===== config.mk =====
export PLATFORM = sky130hd
export DESIGN_NAME = mem_arbiter_flat
export DESIGN_NICKNAME = d
export VERILOG_FILES = /design/src/rtl/mem_arbiter_pkg.sv /design/src/rtl/mem_arbiter_if.sv /design/src/rtl/mem_arbiter_arb_prio.sv /design/src/rtl/mem_arbiter.sv /design/src/flat_wrapper.sv
export SDC_FILE = /design/constraint.sdc
export NUM_CORES = 1
export LEC_CHECK = 0
export ABC_AREA = 1
export ABC_CLOCK_PERIOD_IN_PS = 3650
export CAP_MARGIN = 10
export CORE_MARGIN = 3
export CORE_UTILIZATION = 35
export CTS_BUF_LIST = sky130_fd_sc_hd__clkbuf_16
export DETAILED_ROUTE_END_ITERATION = 12
export PLACE_DENSITY = 0.75
export REMOVE_ABC_BUFFERS = 1
export SLEW_MARGIN = 20
export SYNTH_ARGS = -nofsm -noshare
export SYNTH_HDL_FRONTEND = slang
export SYNTH_HIERARCHICAL = 1
export SYNTH_SLANG_ARGS = --single-unit

===== constraint.sdc =====
create_clock -name clk -period 3.65 [get_ports clk]
set_clock_uncertainty 0.1 [all_clocks]
set_input_delay 0.365 -clock clk [delete_from_list [all_inputs] [get_ports clk]]
set_output_delay 0.365 -clock clk [all_outputs]
set_load 0.01 [all_outputs]

===== src/rtl/mem_arbiter_pkg.sv =====
// Shared types and constants for the fetch/data SDRAM port arbiter.
package mem_arbiter_pkg;

   typedef enum logic [1:0] {
      ARB_IDLE    = 2'd0,
      ARB_GRANT_I = 2'd1,
      ARB_GRANT_D = 2'd2,
      ARB_RELEASE = 2'd3
   } arbstate_t;

   typedef enum logic [1:0] {
      OWN_NONE = 2'b00,
      OWN_I    = 2'b01,
      OWN_D    = 2'b10
   } owner_t;

   // Instruction fetches are always full 32-bit words.
   localparam logic [1:0] OPLEN_WORD = 2'b10;

   // Starvation counter width; covers STARVE_LIMIT up to 15.
   localparam int STARVE_W = 4;

endpackage


===== src/rtl/mem_arbiter_if.sv =====
// Bundles the fetch, data and downstream SDRAM buses around the arbiter.
interface mem_arbiter_if #(
   parameter int ADDR_W = 25
);

   // Handshake: x_enable is a level request held until the matching x_valid
   // one-cycle pulse is seen; m_enable is held until the single-cycle m_valid.
   logic              i_enable;
   logic [ADDR_W-1:0] i_addr;
   logic              i_valid;
   logic [31:0]       i_rdata;

   logic              d_enable;
   logic [ADDR_W-1:0] d_addr;
   logic              d_rw;
   logic [1:0]        d_oplen;
   logic              d_unsigned;
   logic [31:0]       d_wdata;
   logic              d_valid;
   logic [31:0]       d_rdata;

   logic              m_enable;
   logic [ADDR_W-1:0] m_addr;
   logic              m_rw;
   logic [1:0]        m_oplen;
   logic              m_unsigned;
   logic [31:0]       m_wdata;
   logic              m_valid;
   logic [31:0]       m_rdata;

   // Arbiter view: serves the requesters, drives the SDRAM controller.
   modport slave (
      input  i_enable, i_addr,
      output i_valid, i_rdata,
      input  d_enable, d_addr, d_rw, d_oplen, d_unsigned, d_wdata,
      output d_valid, d_rdata,
      output m_enable, m_addr, m_rw, m_oplen, m_unsigned, m_wdata,
      input  m_valid, m_rdata
   );

   // Environment view: the CPU requesters plus the SDRAM controller.
   modport master (
      output i_enable, i_addr,
      input  i_valid, i_rdata,
      output d_enable, d_addr, d_rw, d_oplen, d_unsigned, d_wdata,
      input  d_valid, d_rdata,
      input  m_enable, m_addr, m_rw, m_oplen, m_unsigned, m_wdata,
      output m_valid, m_rdata
   );

endinterface


===== src/rtl/mem_arbiter_arb_prio.sv =====
// Combinational winner select: data wins ties unless fetch has been starved.
module arb_prio
   import mem_arbiter_pkg::*;
(
   input  logic   i_enable,
   input  logic   d_enable,
   input  logic   starved,
   output owner_t winner
);

   always_comb begin
      winner = OWN_NONE;
      if (i_enable && (!d_enable || starved)) begin
         winner = OWN_I;
      end else if (d_enable) begin
         winner = OWN_D;
      end
   end

endmodule


===== src/rtl/mem_arbiter.sv =====
// Shares one SDRAM controller port between instruction fetch and data access,
// one transaction at a time, with a starvation guard and a grant timeout flag.
module mem_arbiter
   import mem_arbiter_pkg::*;
#(
   parameter int ADDR_W         = 25,
   parameter int STARVE_LIMIT   = 4,
   parameter int TIMEOUT_CYCLES = 1023
) (
   input  logic                clk,
   input  logic                rst_n,
   mem_arbiter_if.slave        bus,
   output logic [1:0]          owner,
   output logic                timeout_err,
   output arbstate_t           dbg_state,
   output logic [STARVE_W-1:0] dbg_starve
);

   localparam logic [STARVE_W-1:0] STARVE_MAX = STARVE_W'(STARVE_LIMIT);
   localparam int                  TMO_W      = (TIMEOUT_CYCLES < 2) ? 1 : $clog2(TIMEOUT_CYCLES + 1);
   localparam logic [TMO_W-1:0]    TMO_MAX    = TMO_W'(TIMEOUT_CYCLES);

   arbstate_t           state;
   owner_t              owner_q;
   logic [STARVE_W-1:0] starve_cnt;
   logic [TMO_W-1:0]    tmo_cnt;
   owner_t              winner;
   logic                starved;

   assign starved = (starve_cnt == STARVE_MAX);

   arb_prio u_arb_prio (
      .i_enable (bus.i_enable),
      .d_enable (bus.d_enable),
      .starved  (starved),
      .winner   (winner)
   );

   assign owner      = owner_q;
   assign dbg_state  = state;
   assign dbg_starve = starve_cnt;

   always_ff @(posedge clk or negedge rst_n) begin
      if (!rst_n) begin
         state        <= ARB_IDLE;
         owner_q      <= OWN_NONE;
         starve_cnt   <= '0;
         tmo_cnt      <= '0;
         timeout_err  <= 1'b0;
         bus.m_enable   <= 1'b0;
         bus.m_addr     <= '0;
         bus.m_rw       <= 1'b0;
         bus.m_oplen    <= 2'b00;
         bus.m_unsigned <= 1'b0;
         bus.m_wdata    <= '0;
         bus.i_valid    <= 1'b0;
         bus.i_rdata    <= '0;
         bus.d_valid    <= 1'b0;
         bus.d_rdata    <= '0;
      end else begin
         bus.i_valid <= 1'b0;
         bus.d_valid <= 1'b0;

         case (state)
            ARB_IDLE: begin
               if (winner == OWN_I) begin
                  state          <= ARB_GRANT_I;
                  owner_q        <= OWN_I;
                  tmo_cnt        <= '0;
                  starve_cnt     <= '0;
                  bus.m_enable   <= 1'b1;
                  bus.m_addr     <= bus.i_addr;
                  bus.m_rw       <= 1'b0;
                  bus.m_oplen    <= OPLEN_WORD;
                  bus.m_unsigned <= 1'b0;
                  bus.m_wdata    <= '0;
               end else if (winner == OWN_D) begin
                  state          <= ARB_GRANT_D;
                  owner_q        <= OWN_D;
                  tmo_cnt        <= '0;
                  bus.m_enable   <= 1'b1;
                  bus.m_addr     <= bus.d_addr;
                  bus.m_rw       <= bus.d_rw;
                  bus.m_oplen    <= bus.d_oplen;
                  bus.m_unsigned <= bus.d_unsigned;
                  bus.m_wdata    <= bus.d_wdata;
                  // Only data grants taken over a waiting fetch count toward starvation.
                  if (bus.i_enable) begin
                     if (starve_cnt != STARVE_MAX) begin
                        starve_cnt <= starve_cnt + STARVE_W'(1);
                     end
                  end else begin
                     starve_cnt <= '0;
                  end
               end
            end

            ARB_GRANT_I, ARB_GRANT_D: begin
               if (TIMEOUT_CYCLES != 0) begin
                  if (tmo_cnt != TMO_MAX) begin
                     tmo_cnt <= tmo_cnt + TMO_W'(1);
                  end
                  if (tmo_cnt + TMO_W'(1) == TMO_MAX) begin
                     timeout_err <= 1'b1;
                  end
               end
               if (bus.m_valid) begin
                  bus.m_enable <= 1'b0;
                  state        <= ARB_RELEASE;
                  if (state == ARB_GRANT_I) begin
                     bus.i_rdata <= bus.m_rdata;
                     bus.i_valid <= 1'b1;
                  end else begin
                     bus.d_rdata <= bus.m_rdata;
                     bus.d_valid <= 1'b1;
                  end
               end
            end

            // One dead cycle lets the served requester see valid and drop enable
            // before the next arbitration, so no request is served twice.
            ARB_RELEASE: begin
               owner_q <= OWN_NONE;
               state   <= ARB_IDLE;
            end

            default: begin
               state <= ARB_IDLE;
            end
         endcase
      end
   end

endmodule


===== src/flat_wrapper.sv =====
// flat-port wrapper written by rule: the top's interface ports become plain ports
module mem_arbiter_flat import mem_arbiter_pkg::*;
#(
   parameter int ADDR_W         = 25,
   parameter int STARVE_LIMIT   = 4,
   parameter int TIMEOUT_CYCLES = 1023
)
  (clk, rst_n, owner, timeout_err, dbg_state, dbg_starve, bus_i_enable, bus_i_addr, bus_i_valid, bus_i_rdata, bus_d_enable, bus_d_addr, bus_d_rw, bus_d_oplen, bus_d_unsigned, bus_d_wdata, bus_d_valid, bus_d_rdata, bus_m_enable, bus_m_addr, bus_m_rw, bus_m_oplen, bus_m_unsigned, bus_m_wdata, bus_m_valid, bus_m_rdata);
  mem_arbiter_if #(.ADDR_W(ADDR_W)) bus_i ();
  input  logic clk;
  input  logic rst_n;
  output logic [1:0] owner;
  output logic timeout_err;
  output arbstate_t dbg_state;
  output logic [STARVE_W-1:0] dbg_starve;
  input wire logic [$bits(bus_i.i_enable)-1:0] bus_i_enable;
  input wire logic [$bits(bus_i.i_addr)-1:0] bus_i_addr;
  output wire logic [$bits(bus_i.i_valid)-1:0] bus_i_valid;
  output wire logic [$bits(bus_i.i_rdata)-1:0] bus_i_rdata;
  input wire logic [$bits(bus_i.d_enable)-1:0] bus_d_enable;
  input wire logic [$bits(bus_i.d_addr)-1:0] bus_d_addr;
  input wire logic [$bits(bus_i.d_rw)-1:0] bus_d_rw;
  input wire logic [$bits(bus_i.d_oplen)-1:0] bus_d_oplen;
  input wire logic [$bits(bus_i.d_unsigned)-1:0] bus_d_unsigned;
  input wire logic [$bits(bus_i.d_wdata)-1:0] bus_d_wdata;
  output wire logic [$bits(bus_i.d_valid)-1:0] bus_d_valid;
  output wire logic [$bits(bus_i.d_rdata)-1:0] bus_d_rdata;
  output wire logic [$bits(bus_i.m_enable)-1:0] bus_m_enable;
  output wire logic [$bits(bus_i.m_addr)-1:0] bus_m_addr;
  output wire logic [$bits(bus_i.m_rw)-1:0] bus_m_rw;
  output wire logic [$bits(bus_i.m_oplen)-1:0] bus_m_oplen;
  output wire logic [$bits(bus_i.m_unsigned)-1:0] bus_m_unsigned;
  output wire logic [$bits(bus_i.m_wdata)-1:0] bus_m_wdata;
  input wire logic [$bits(bus_i.m_valid)-1:0] bus_m_valid;
  input wire logic [$bits(bus_i.m_rdata)-1:0] bus_m_rdata;
  assign bus_i.i_enable = bus_i_enable;
  assign bus_i.i_addr = bus_i_addr;
  assign bus_i_valid = bus_i.i_valid;
  assign bus_i_rdata = bus_i.i_rdata;
  assign bus_i.d_enable = bus_d_enable;
  assign bus_i.d_addr = bus_d_addr;
  assign bus_i.d_rw = bus_d_rw;
  assign bus_i.d_oplen = bus_d_oplen;
  assign bus_i.d_unsigned = bus_d_unsigned;
  assign bus_i.d_wdata = bus_d_wdata;
  assign bus_d_valid = bus_i.d_valid;
  assign bus_d_rdata = bus_i.d_rdata;
  assign bus_m_enable = bus_i.m_enable;
  assign bus_m_addr = bus_i.m_addr;
  assign bus_m_rw = bus_i.m_rw;
  assign bus_m_oplen = bus_i.m_oplen;
  assign bus_m_unsigned = bus_i.m_unsigned;
  assign bus_m_wdata = bus_i.m_wdata;
  assign bus_i.m_valid = bus_m_valid;
  assign bus_i.m_rdata = bus_m_rdata;
  mem_arbiter #(.ADDR_W(ADDR_W), .STARVE_LIMIT(STARVE_LIMIT), .TIMEOUT_CYCLES(TIMEOUT_CYCLES)) u_core (.clk(clk), .rst_n(rst_n), .bus(bus_i), .owner(owner), .timeout_err(timeout_err), .dbg_state(dbg_state), .dbg_starve(dbg_starve));
endmodule

=== Word-level counts from Yosys, hierarchy flattened ===
Cells that the tools add are included.

* Register bits after elaboration: 147
* Latch bits: 0
* RAM bits: 0
* ROM bits: 0
* Input bits: 123
* Output and inout bits: 137
* Word-level logic and storage cells: 83
* Memories: 0

* Add/sub/neg operators: 2
* Multiply operators: 0
* Div/mod/pow operators: 0
* Order comparisons: 0
* Equality and inequality tests: 13
* Shifts and indexed selects: 0
* Mux-type cells: 35
* Bitwise gates (word level): 1
* Reduce and logical (&&, ||, !) cells: 17

{| class="wikitable"
|+ Operator list
! kind !! number
|-
| 32-bit two-way mux || 2
|-
| 25-bit two-way mux || 2
|-
| 10-bit two-way mux || 3
|-
| 10-bit one-hot mux with 2 select lines || 1
|-
| 4-bit two-way mux || 4
|-
| 3-bit AND reduction || 5
|-
| 2-bit two-way mux || 7
|-
| 1-bit two-way mux || 13
|-
| 10-bit by 1-bit adder with 10-bit output (second input constant) || 1
|-
| 10-bit == test (second input constant) || 1
|-
| 10-bit inequality test (second input constant) || 1
|-
| 2-bit AND reduction || 4
|-
| 2-bit == test (second input constant) || 3
|-
| 3-bit by 1-bit inequality test with 1-bit output (second input constant) || 2
|-
| 2-bit one-hot mux with 3 select lines || 1
|-
| 2-bit nonzero test || 3
|-
| 4-bit by 1-bit adder with 4-bit output (second input constant) || 1
|-
| 2-bit by 1-bit == test with 1-bit output (second input constant) || 2
|-
| 4-bit by 3-bit == test with 1-bit output (second input constant) || 1
|-
| 4-bit by 3-bit inequality test with 1-bit output (second input constant) || 1
|-
| 2-bit one-hot mux with 2 select lines || 1
|-
| 2-bit zero test || 1
|-
| 2-bit by 1-bit inequality test with 1-bit output (second input constant) || 1
|-
| 2-bit inequality test (second input constant) || 1
|-
| other kinds (6) || 6
|}

=== Depth between registers and ports, before layout ===
Gate-level depths: netlist of run 1.

* Depth after elaboration: 8
* Mapped depth: 13

=== Hierarchy ===
Netlist of run 1, hierarchy kept.

{| class="wikitable"
|+ Modules (own cells, without submodules)
! module !! times used !! cells each !! area an instance (sq um)
|-
| mem_arbiter || 1 || 699 || 6301.0
|-
| arb_prio || 1 || 4 || 27.5
|}

=== Worst setup path after synthesis of run 1 ===
No wires, ideal clock.

* Path kind: register to register
* From: register u_core.starve_cnt[0], in the netlist u_core/dbg_starve[0]
* To: register u_core.bus.m_addr[17]
* Library setup time: 0.122 ns
* Data arrival time: 1.873 ns
* Setup slack: 1.556 ns
* Cell stages (with the launch flop): 13
* Clock period less this slack: 2.094 ns
* Cells stage by stage: dfrtp_1 -> inv_1 -> ha_1 -> nand3_1 -> inv_1 -> a21boi_2 -> inv_1 -> ha_1 -> nor2_4 -> inv_2 -> clkbuf_1 -> nand2_1 -> o21ai_1

* Longest elaborated chain between the ends: 7
* Elaborated cells between the ends (all ways): 9
* Those cells by class: 3 x eq/ne; 2 x mux; 4 x reduce/logical

{| class="wikitable"
|+ Ends and longest elaborated chain
! item !! line !! text
|-
| start: declaration || mem_arbiter.sv:25 || <nowiki>logic [STARVE_W-1:0] starve_cnt;</nowiki>
|-
| start signal: assignment || mem_arbiter.sv:90 || <nowiki>starve_cnt <= starve_cnt + STARVE_W'(1);</nowiki>
|-
| 4-bit by 3-bit == test with 1-bit output * || mem_arbiter.sv:30 || <nowiki>assign starved = (starve_cnt == STARVE_MAX);</nowiki>
|-
| named net u_core.starved || mem_arbiter.sv:28 || <nowiki>logic starved;</nowiki>
|-
| 1-bit logical OR * || mem_arbiter_arb_prio.sv:13 || <nowiki>if (i_enable && (!d_enable || starved)) begin</nowiki>
|-
| 1-bit logical AND * || mem_arbiter_arb_prio.sv:13 ||
|-
| 2-bit two-way mux * || mem_arbiter_arb_prio.sv:13 ||
|-
| named net u_core.winner[1] || mem_arbiter.sv:27 || <nowiki>owner_t winner;</nowiki>
|-
| 2-bit == test / 2-bit by 1-bit == test with 1-bit output (equally long branches) || mem_arbiter.sv:77, mem_arbiter.sv:66 ||
|-
| 2-bit nonzero test (no line) || - ||
|-
| 2-bit AND reduction (no line) || - ||
|-
| end signal: assignment || mem_arbiter.sv:72 || <nowiki>bus.m_addr <= bus.i_addr;</nowiki>
|-
| end signal: assignment || mem_arbiter.sv:82 || <nowiki>bus.m_addr <= bus.d_addr;</nowiki>
|-
| end: declaration || mem_arbiter_if.sv:37 || <nowiki>output m_enable, m_addr, m_rw, m_oplen, m_unsigned, m_wdata,</nowiki>
|}

Mark *: on every way through the listed nets, which the timed path passes. The rest lies on a longest branch.
A chain may end at the register's enable or synchronous reset.

=== Worst setup path in the final report of run 1 ===
* From: register u_core.starve_cnt[0], in the netlist u_core/dbg_starve[0]
* To: register u_core.bus.m_addr[0]

The elaborated chain is that of the path after synthesis.

==> results.sh, run 1 <==
export IMPL_status="finished, violations left"
export IMPL_violations="hold timing"
export IMPL_vias=5550
export IMPL_yosys_cell_count_top_type="nand2_1"
export IMPL_numCtsBuffers=17
export IMPL_cts_hold_buf=0
export IMPL_drt_first_pass_iters=5
export IMPL_grt_max_degree=105
export IMPL_power_mw=8.30
export IMPL_cts_htree_levels=4
export IMPL_ys_warn_count=6
export IMPL_period_needed_ps=2730
export IMPL_switching_power_mw=2.88
export IMPL_clkTransAtPathRegs_ps=60
export IMPL_final_design_area_no_fill_mm2=0.00976
export IMPL_finalCritPeriodShare=0.749
export IMPL_combPwrFrac=0.436
export IMPL_worstPathRequired_ps=3850
export IMPL_initial_core_util=0.362
export IMPL_diodes=0
export IMPL_ctsResizeCount=0
export IMPL_max_slew_worst_pin_slew_ps=946
export IMPL_multi_input_area_mm2=0.00221
export IMPL_vias_per_cell=4.65
export IMPL_power_frac_clock=0.235
export IMPL_drc=0
export IMPL_post_cts_buffers=0
export IMPL_ant_nets=0
export IMPL_num_rows=48
export IMPL_initialDrtViolationCount=288
export IMPL_hpwl_mm=13.5
export IMPL_fin_tns_setup_ps=0
export IMPL_layout_nets=1089
export IMPL_switching_share=0.347
export IMPL_synth_distinct_cells=28
export IMPL_hp_class="in -> async"
export IMPL_crit_path_start_kind="register"
export IMPL_yosysSeqAreaShare=0.581
export IMPL_slowest_delay_ps=390
export IMPL_cap_violations=0
export IMPL_clock_latency_ps=410
export IMPL_slew_viol_final=0
export IMPL_clk_path_buf_depth=2
export IMPL_portBuffers=259
export IMPL_area_growth_pct=54.2
export IMPL_p_int_mw=5.42
export IMPL_first_global_vias=5458
export IMPL_critPathMostFrequentCell="inv_1"
export IMPL_cts_tree="done"
export IMPL_drt_wl_total_mm=18.5
export IMPL_n_fill_cell=1541
export IMPL_die_x_um=140
export IMPL_grt_overflow_total=0
export IMPL_wl_per_cell_um=15.5
export IMPL_synth_avg_cell_area_um2=9.00
export IMPL_setup_viol=0
export IMPL_rsz0062_at_grt="false"
export IMPL_die_area_mm2=0.0197
export IMPL_vdd_drop_max_uv=388
export IMPL_r2r_slack_ps=920
export IMPL_synth_top_area_share=0.581
export IMPL_max_slew_margin=0.369
export IMPL_finalHoldViolations=32
export IMPL_synth_common_cells="nand2_1 (202), dfrtp_1 (147), o21ai_0 (72), inv_1 (65), nand3_1 (48)"
export IMPL_gp_congestion=0.890
export IMPL_placed_area_mm2=0.00910
export IMPL_crit_path_cell_trace="inv_1 -> ha_1 -> nand3_1 -> inv_1 -> a21boi_2 -> inv_1 -> ha_1 -> nor2_4 -> inv_2 -> buf_4 -> nand2_1 -> o21ai_1"
export IMPL_fin_hold_ws_ps=-42.0
export IMPL_critPathKind="reg -> reg"
export IMPL_ys_flop_type="dfrtp_1"
export IMPL_drive_above_1_share=0.0888
export IMPL_synth_cells=703
export IMPL_seqCellArea_mm2=0.00368
export IMPL_reg2reg_depth=12
export IMPL_critPathCaptureType="register"
export IMPL_synth_enable_flop_cells=0
export IMPL_dpl_cell_count=1163
export IMPL_root_buffer="clkbuf_16"
export IMPL_syn_cell_area_mm2=0.00633
export IMPL_fp_coreArea_mm2=0.0175
export IMPL_pwr_share_seq=0.329
export IMPL_worstPathArrival_ps=2930
export IMPL_synthArstFlopShare=1.00
export IMPL_cp_max_fo=35
export IMPL_power_density_mw_per_mm2=850
export IMPL_synth_area_leaders="dfrtp_1 (58%), nand2_1 (12%), o21ai_0 (5.7%)"
export IMPL_die_h_um=140
export IMPL_synth_top_area_cell="dfrtp_1"
export IMPL_io_pin_count=260
export IMPL_crit_slowest_cell="dfrtp_1"
export IMPL_cts_sinks=147
export IMPL_grt_usage=0.186
export IMPL_ys_ff_latch=147
export IMPL_stdcell_count=1193
export IMPL_p_leak_nw=4.53
export IMPL_grt_pass1_wl_mm=29.3
export IMPL_antenna_found_initial=0
export IMPL_max_freq_mhz=366
[kinds of logic after synthesis]
family	after synthesis	share of synthesized area
fa+ha+maj	9	0.0178
xor+xnor	2	0.00277
flops	147	0.581
buf+inv	104	0.0706
compound gates	144	0.135
simple gates	297	0.193
[area by class of cell]
cell class / instances / area share
sequential: 147 / 0.377
inverter: 70 / 0.0269
tap: 225 / 0.0288
timing repair buffer: 269 / 0.273
clock buffer: 17 / 0.0436
multi-input combinational: 452 / 0.227
clock inverter: 13 / 0.0237
[cells in the final DEF, fill, tap and decap left out, types with 2 or more instances in the layout]
| cell type | instances |
|---|---|
| a21oi_1 | 2 |
| a21oi_2 | 2 |
| buf_4 | 10 |
| bufinv_16 | 6 |
| clkbuf_16 | 17 |
| clkdlybuf4s50_1 | 258 |
| clkinv_2 | 2 |
| clkinvlp_4 | 2 |
| dfrtp_1 | 147 |
| ha_1 | 9 |
| inv_1 | 65 |
| inv_2 | 5 |
| inv_6 | 2 |
| nand2_1 | 201 |
| nand2_2 | 2 |
| nand3_1 | 48 |
| nor2_1 | 37 |
| nor2_4 | 2 |
| nor3_1 | 2 |
| o21ai_0 | 72 |
| o21ai_1 | 33 |
| o21ai_2 | 30 |
| o22ai_1 | 2 |
| o31ai_1 | 2 |
[worst max-delay path, delay by kind of cell (launching register included)]
family / cells / cell delay [ps]
and+or+nand+nor: 3 / 520
AOI/OAI and AO/OA: 2 / 170
DFF: 1 / 390
buffers and inverters: 5 / 900
adders and majority gates: 2 / 540
[stage by stage]
step	util	worst slack (ps)
after detailed placement	0.521	833
after global placement	0.521	892
after global routing	0.558	674
after floorplan	-	618
after CTS	0.558	920
final	0.558	918
[power by group through the flow]
stage	registers [mW]	clock network (mW)	logic, mW
finish	2.73	1.95	3.62
global route	2.83	2.08	3.93
CTS	2.73	2.00	3.66
detailed placement	2.75	0	3.65
global placement	2.74	0	3.58
floorplan	3.05	0	1.29
[sequential cells by signal (all words and copies together) (netlist names), 2 cells and up]
register and cells:
u_core/bus.m_wdata 32, u_core/bus.d_rdata 32, u_core/bus.i_rdata 32, u_core/owner 2, u_core/bus.m_oplen 2, u_core/dbg_starve 4, u_core/tmo_cnt 10, u_core/bus.m_addr 25
u_core/dbg_state 2
[metal layers]
metal / GRT usage / up-vias / part of all wire
li1: - / 2758 / -
met2: 0.317 / 169 / 0.51
met3: 0.0533 / 27 / 0.063
met5: 0 / - / 0
met1: 0.226 / 2596 / 0.41
met4: 0.0663 / 0 / 0.024
[worst paths after layout]
kind | start | end
setup reg to reg | u_core/dbg_starve[0]$_DFFE_PN0P_ | u_core/bus.m_addr[0]$_DFFE_PN0P_
hold / removal | rst_n | u_core/bus.m_wdata[29]$_DFFE_PN0P_
min in group clk | u_core/timeout_err$_DFFE_PN0P_ | u_core/timeout_err$_DFFE_PN0P_
hold reg to reg | u_core/timeout_err$_DFFE_PN0P_ | u_core/timeout_err$_DFFE_PN0P_
setup / recovery | u_core/dbg_starve[0]$_DFFE_PN0P_ | u_core/bus.m_addr[0]$_DFFE_PN0P_
max in group asynchronous | rst_n | u_core/bus.i_rdata[27]$_DFFE_PN0P_
No activity file was read; power rests on OpenSTA's default activity.
==> run 2, diff against run 1 <==
--- a/config.mk
+++ b/config.mk
@@ -6,7 +6,7 @@
 export NUM_CORES = 1
 export LEC_CHECK = 0
 export ABC_AREA = 1
-export ABC_CLOCK_PERIOD_IN_PS = 3650
+export ABC_CLOCK_PERIOD_IN_PS = 2800
 export CAP_MARGIN = 10
 export CORE_MARGIN = 3
 export CORE_UTILIZATION = 35
==> constraint.sdc (replaced) <==
create_clock -name clk -period 2.8 [get_ports clk]
set_clock_uncertainty 0.1 [all_clocks]
set_input_delay 0.28 -clock clk [delete_from_list [all_inputs] [get_ports clk]]
set_output_delay 0.28 -clock clk [all_outputs]
set_load 0.01 [all_outputs]
==> results.sh, run 2 (synthesis gave the netlist of run 1 again) <==
export IMPL_die_x_um=140
export IMPL_cts_sinks=147
export IMPL_p_int_mw=6.81
export IMPL_power_mw=10.5
export IMPL_grt_max_degree=148
export IMPL_min_from="bus_d_wdata[29]"
export IMPL_first_global_vias=5583
export IMPL_area_growth_pct=53.7
export IMPL_io_pin_count=260
export IMPL_num_rows=48
export IMPL_power_density_mw_per_mm2=1080
export IMPL_die_area_mm2=0.0197
export IMPL_switching_share=0.352
export IMPL_layout_nets=1088
export IMPL_placed_area_mm2=0.00915
export IMPL_worstPathArrival_ps=2680
export IMPL_fp_coreArea_mm2=0.0175
export IMPL_max_slew_worst_pin_slew_ps=871
export IMPL_fin_util=0.557
export IMPL_crit_reg2reg_launch="u_core/dbg_starve[0]$_DFFE_PN0P_"
export IMPL_layout_common_cells="clkdlybuf4s50_1 (258), nand2_1 (201), dfrtp_1 (147)"
export IMPL_crit_path_start_kind="register"
export IMPL_clkTransAtPathRegs_ps=60
export IMPL_vias_per_cell=4.70
export IMPL_vdd_drop_max_uv=458
export IMPL_final_common_cell="clkdlybuf4s50_1"
export IMPL_grt_overflow_total=0
export IMPL_finalCritPeriodShare=0.879
export IMPL_setup_viol=0
export IMPL_wl_per_cell_um=15.1
export IMPL_clock_latency_ps=410
export IMPL_grt_usage=0.183
export IMPL_critPathKind="reg -> reg"
export IMPL_drive_above_1_share=0.0826
export IMPL_gp_congestion=0.841
export IMPL_initial_core_util=0.362
export IMPL_fin_hold_ws_ps=328
export IMPL_critPathCaptureType="register"
export IMPL_diodes=0
export IMPL_clk_path_buf_depth=2
export IMPL_numCtsBuffers=17
export IMPL_dpl_cell_count=1161
export IMPL_p_leak_nw=4.51
export IMPL_finalHoldViolations=0
export IMPL_cts_tree="done"
export IMPL_drt_first_pass_iters=4
export IMPL_hpwl_mm=12.7
export IMPL_status="completed"
export IMPL_drc=0
export IMPL_whs_endpoint="u_core/bus.m_wdata[29]$_DFFE_PN0P_"
export IMPL_period_needed_ps=2460
export IMPL_reg2reg_depth=12
export IMPL_worstPathRequired_ps=3020
export IMPL_final_design_area_no_fill_mm2=0.00973
export IMPL_die_h_um=140
export IMPL_power_frac_clock=0.210
export IMPL_drt_wl_total_mm=18.1
export IMPL_grt_pass1_wl_mm=29.1
export IMPL_root_buffer="clkbuf_16"
export IMPL_cap_violations=0
export IMPL_hold_path_depth=3
export IMPL_switching_power_mw=3.70
export IMPL_combPwrFrac=0.452
export IMPL_max_slew_margin=0.419
export IMPL_vias=5605
export IMPL_cts_htree_levels=4
export IMPL_cp_max_fo=63
export IMPL_ant_nets=0
export IMPL_pwr_share_seq=0.337
export IMPL_reg_largest_list="u_core/bus.d_rdata (32), u_core/bus.i_rdata (32), u_core/bus.m_wdata (32)"
export IMPL_worstReg2RegEnd="u_core/dbg_starve[3]$_DFFE_PN0P_"
export IMPL_max_freq_mhz=406
export IMPL_portBuffers=259
export IMPL_r2r_slack_ps=340
export IMPL_rsz0062_at_grt="false"
export IMPL_slew_viol_final=0
export IMPL_antenna_found_initial=0
export IMPL_initialDrtViolationCount=340
export IMPL_hp_class="in -> reg"
export IMPL_stdcell_count=1193
-- run 2: layer usage --
metal  GRT usage  vias to the layer above  wire length (um)
met5           0                        -                 0
met1       0.219                     2625              7300
met4      0.0790                        0               646
met3      0.0440                       38              1110
li1            -                     2755                 -
met2       0.312                      187              9000
-- run 2: metrics by stage --
step	setup WS [ps]	TNS (ps)
after global routing	128	0
final	339	0
after global placement	399	0
after floorplan	-232	-6280
after detailed placement	352	0
after CTS	342	0
-- run 2: how the worst max path moves through the flow --
stage,startpoint,endpoint,cells after the start
after global placement,bus_d_enable,u_core/dbg_starve[3]$_DFFE_PN0P_,9
after detailed placement,bus_d_enable,u_core/dbg_starve[3]$_DFFE_PN0P_,9
after CTS,u_core/dbg_starve[0]$_DFFE_PN0P_,u_core/dbg_starve[3]$_DFFE_PN0P_,12
after global routing,u_core/dbg_starve[0]$_DFFE_PN0P_,u_core/dbg_starve[3]$_DFFE_PN0P_,12
after floorplan,u_core/dbg_starve[0]$_DFFE_PN0P_,u_core/owner[0]$_DFFE_PN0P_,11
final,u_core/dbg_starve[0]$_DFFE_PN0P_,u_core/dbg_starve[3]$_DFFE_PN0P_,12
-- run 2: cell type report --
type / instances / area (um2)
Timing Repair Buffer: 268 / 2730
Fill cell: 1552 / 7750
Tap cell: 225 / 282
Sequential cell: 147 / 3680
Clock inverter: 14 / 148
Multi-Input combinational cell: 452 / 2210
Clock buffer: 17 / 425
Inverter: 70 / 263
-- run 2: power by group through the flow --
stage | Clock [mW] | Combinational [mW] | Sequential (mW)
2_1_floorplan | 0 | 1.68 | 3.98
3_3_place_gp | 0 | 4.72 | 3.55
3_5_place_dp | 0 | 4.80 | 3.57
4_1_cts | 2.29 | 4.82 | 3.55
5_1_grt | 2.38 | 5.18 | 3.68
6_report | 2.21 | 4.75 | 3.54
-- run 2: worst max-delay path, cell delays in order (launching register included) --
cell	delay, ps
dfrtp_1	380
inv_1	90
ha_1	200
nand3_1	70
inv_1	70
a21boi_2	110
inv_1	50
ha_1	350
nor2_4	170
buf_12	270
nand2_1	160
o21ai_0	150
nor3b_1	180
-- run 2: what timing repair did --
item,CTS,global route
hold endpoints to repair,147,0
hold buffers,1,0
buffers inserted,0,0
endpoints found under the setup margin,0,0
gates resized for setup,0,0
==> run 3, diff against run 2 <==
--- a/config.mk
+++ b/config.mk
@@ -10,7 +10,6 @@
 export CAP_MARGIN = 10
 export CORE_MARGIN = 3
 export CORE_UTILIZATION = 35
-export CTS_BUF_LIST = sky130_fd_sc_hd__clkbuf_16
 export DETAILED_ROUTE_END_ITERATION = 12
 export PLACE_DENSITY = 0.75
 export REMOVE_ABC_BUFFERS = 1
==> results.sh, run 3 (synthesis gave the netlist of run 1 again) <==
export IMPL_grt_overflow_total=0
export IMPL_first_global_vias=5591
export IMPL_hpwl_mm=12.7
export IMPL_antenna_found_initial=0
export IMPL_critPathBufInv=4
export IMPL_dpl_worst_slack_ps=352
export IMPL_p_leak_nw=4.52
export IMPL_crit_path_cell_trace="inv_1 -> ha_1 -> nand3_1 -> inv_1 -> a21boi_2 -> inv_1 -> ha_1 -> nor2_4 -> buf_12 -> nand2_1 -> o21ai_0 -> nor3b_1"
export IMPL_slew_viol_final=0
export IMPL_p_int_mw=6.90
export IMPL_crit_slowest_cell="dfrtp_1"
export IMPL_drive_above_1_share=0.0857
export IMPL_pwr_share_seq=0.335
export IMPL_cts_hold_buf=1
export IMPL_die_x_um=140
export IMPL_num_rows=48
export IMPL_critPathKind="reg -> reg"
export IMPL_root_buffer="clkbuf_16"
export IMPL_ctsResizeCount=0
export IMPL_slowest_delay_ps=380
export IMPL_diodes=0
export IMPL_status="completed"
export IMPL_max_freq_mhz=407
export IMPL_final_common_cell="clkdlybuf4s50_1"
export IMPL_drt_first_pass_iters=5
export IMPL_numCtsBuffers=17
export IMPL_clk_path_buf_depth=2
export IMPL_layout_common_cells="clkdlybuf4s50_1 (258), nand2_1 (201), dfrtp_1 (147)"
export IMPL_fp_coreArea_mm2=0.0175
export IMPL_switching_share=0.349
export IMPL_cp_max_fo=63
export IMPL_reg_largest_list="u_core/bus.d_rdata (32), u_core/bus.i_rdata (32), u_core/bus.m_wdata (32)"
export IMPL_grt_pass1_wl_mm=29.1
export IMPL_critPathCaptureType="register"
export IMPL_cap_violations=0
export IMPL_wl_per_cell_um=15.1
export IMPL_critPathMostFrequentCell="inv_1"
export IMPL_cts_sinks=147
export IMPL_finalHoldViolations=0
export IMPL_die_h_um=140
export IMPL_hp_class="in -> reg"
export IMPL_ant_nets=0
export IMPL_drt_wl_total_mm=18.0
export IMPL_gp_congestion=0.841
export IMPL_vias=5590
export IMPL_worstPathArrival_ps=2680
export IMPL_combPwrFrac=0.448
export IMPL_power_density_mw_per_mm2=1090
export IMPL_period_needed_ps=2460
export IMPL_crit_path_start_kind="register"
export IMPL_vdd_drop_max_uv=458
export IMPL_initialDrtViolationCount=360
export IMPL_post_cts_buffers=0
export IMPL_drc=0
export IMPL_setup_viol=0
export IMPL_layout_nets=1088
export IMPL_power_frac_clock=0.217
export IMPL_finalCritPeriodShare=0.877
export IMPL_cts_tree="done"
export IMPL_clkTransAtPathRegs_ps=60
export IMPL_clock_latency_ps=410
export IMPL_fin_tns_setup_ps=0
export IMPL_max_slew_margin=0.425
export IMPL_grt_usage=0.183
export IMPL_area_growth_pct=54.2
export IMPL_io_pin_count=260
export IMPL_cts_htree_levels=4
export IMPL_switching_power_mw=3.69
export IMPL_critical_path_top_delay_family="simple AND/OR/NAND/NOR gates"
export IMPL_setup_ws_ps=344
export IMPL_max_slew_worst_pin_slew_ps=862
export IMPL_grt_max_degree=148
export IMPL_worstPathRequired_ps=3020
export IMPL_rsz0062_at_grt="false"
export IMPL_die_area_mm2=0.0197
export IMPL_vias_per_cell=4.69
export IMPL_initial_core_util=0.362
export IMPL_portBuffers=259
[run 3: changes by cell type in the layout (fill, tap and decap cells not counted), sizes merged]
cell and change:
inv -2, clkbuf +5, clkinv -3
[run 3: stage by stage]
stage | hold WS, ps | utilization | area (um2) | std cells | total power [mW]
after global routing | 322 | 0.558 | 9760 | 1193 | 11.3
final | 328 | 0.558 | 9760 | 1193 | 10.6
after global placement | 350 | 0.523 | 9150 | 1161 | 8.27
after floorplan | -116 | - | 6140 | 669 | 5.67
after detailed placement | 350 | 0.523 | 9150 | 1161 | 8.37
after CTS | 306 | 0.558 | 9760 | 1193 | 10.7
[run 3: path summary, 6_finish.rpt]
kind / slack, ps / startpoint / end / cells after the start
min in group asynchronous: 390 / rst_n / u_core/bus.m_unsigned$_DFFE_PN0P_ / 3
worst max-delay path: 340 / u_core/dbg_starve[0]$_DFFE_PN0P_ / u_core/dbg_starve[3]$_DFFE_PN0P_ / 12
worst max register to register: 340 / u_core/dbg_starve[0]$_DFFE_PN0P_ / u_core/dbg_starve[3]$_DFFE_PN0P_ / 12
worst min register to register: 370 / u_core/bus.m_oplen[1]$_DFFE_PN0P_ / u_core/bus.m_oplen[1]$_DFFE_PN0P_ / 2
max in group asynchronous: 1510 / rst_n / u_core/bus.m_addr[22]$_DFFE_PN0P_ / 3
worst min-delay path: 330 / bus_d_wdata[29] / u_core/bus.m_wdata[29]$_DFFE_PN0P_ / 3
[run 3: final cells by class]
type / instances / area (um2)
Inverter: 70 / 263
Clock inverter: 9 / 129
Multi-Input combinational cell: 452 / 2210
Tap cell: 225 / 282
Fill cell: 1545 / 7720
Clock buffer: 22 / 474
Sequential cell: 147 / 3680
Timing Repair Buffer: 268 / 2730
[run 3: power by group through the flow]
stage	clock [mW]	sequential, mW	combinational [mW]
final	2.30	3.54	4.75
after global routing	2.47	3.68	5.18
after CTS	2.38	3.55	4.82
after detailed placement	0	3.57	4.80
after global placement	0	3.55	4.72
after floorplan	0	3.98	1.68
[run 3: per-layer routing]
layer,part of all wire,track usage
met2,0.50,0.312
met4,0.035,0.0790
met1,0.40,0.219
met3,0.062,0.0440
met5,0,0
[run 3: worst min-delay path, stage by stage]
cell             delay, ps
clkdlybuf4s50_1        390
nand3_1                 80
nand2_1                 50
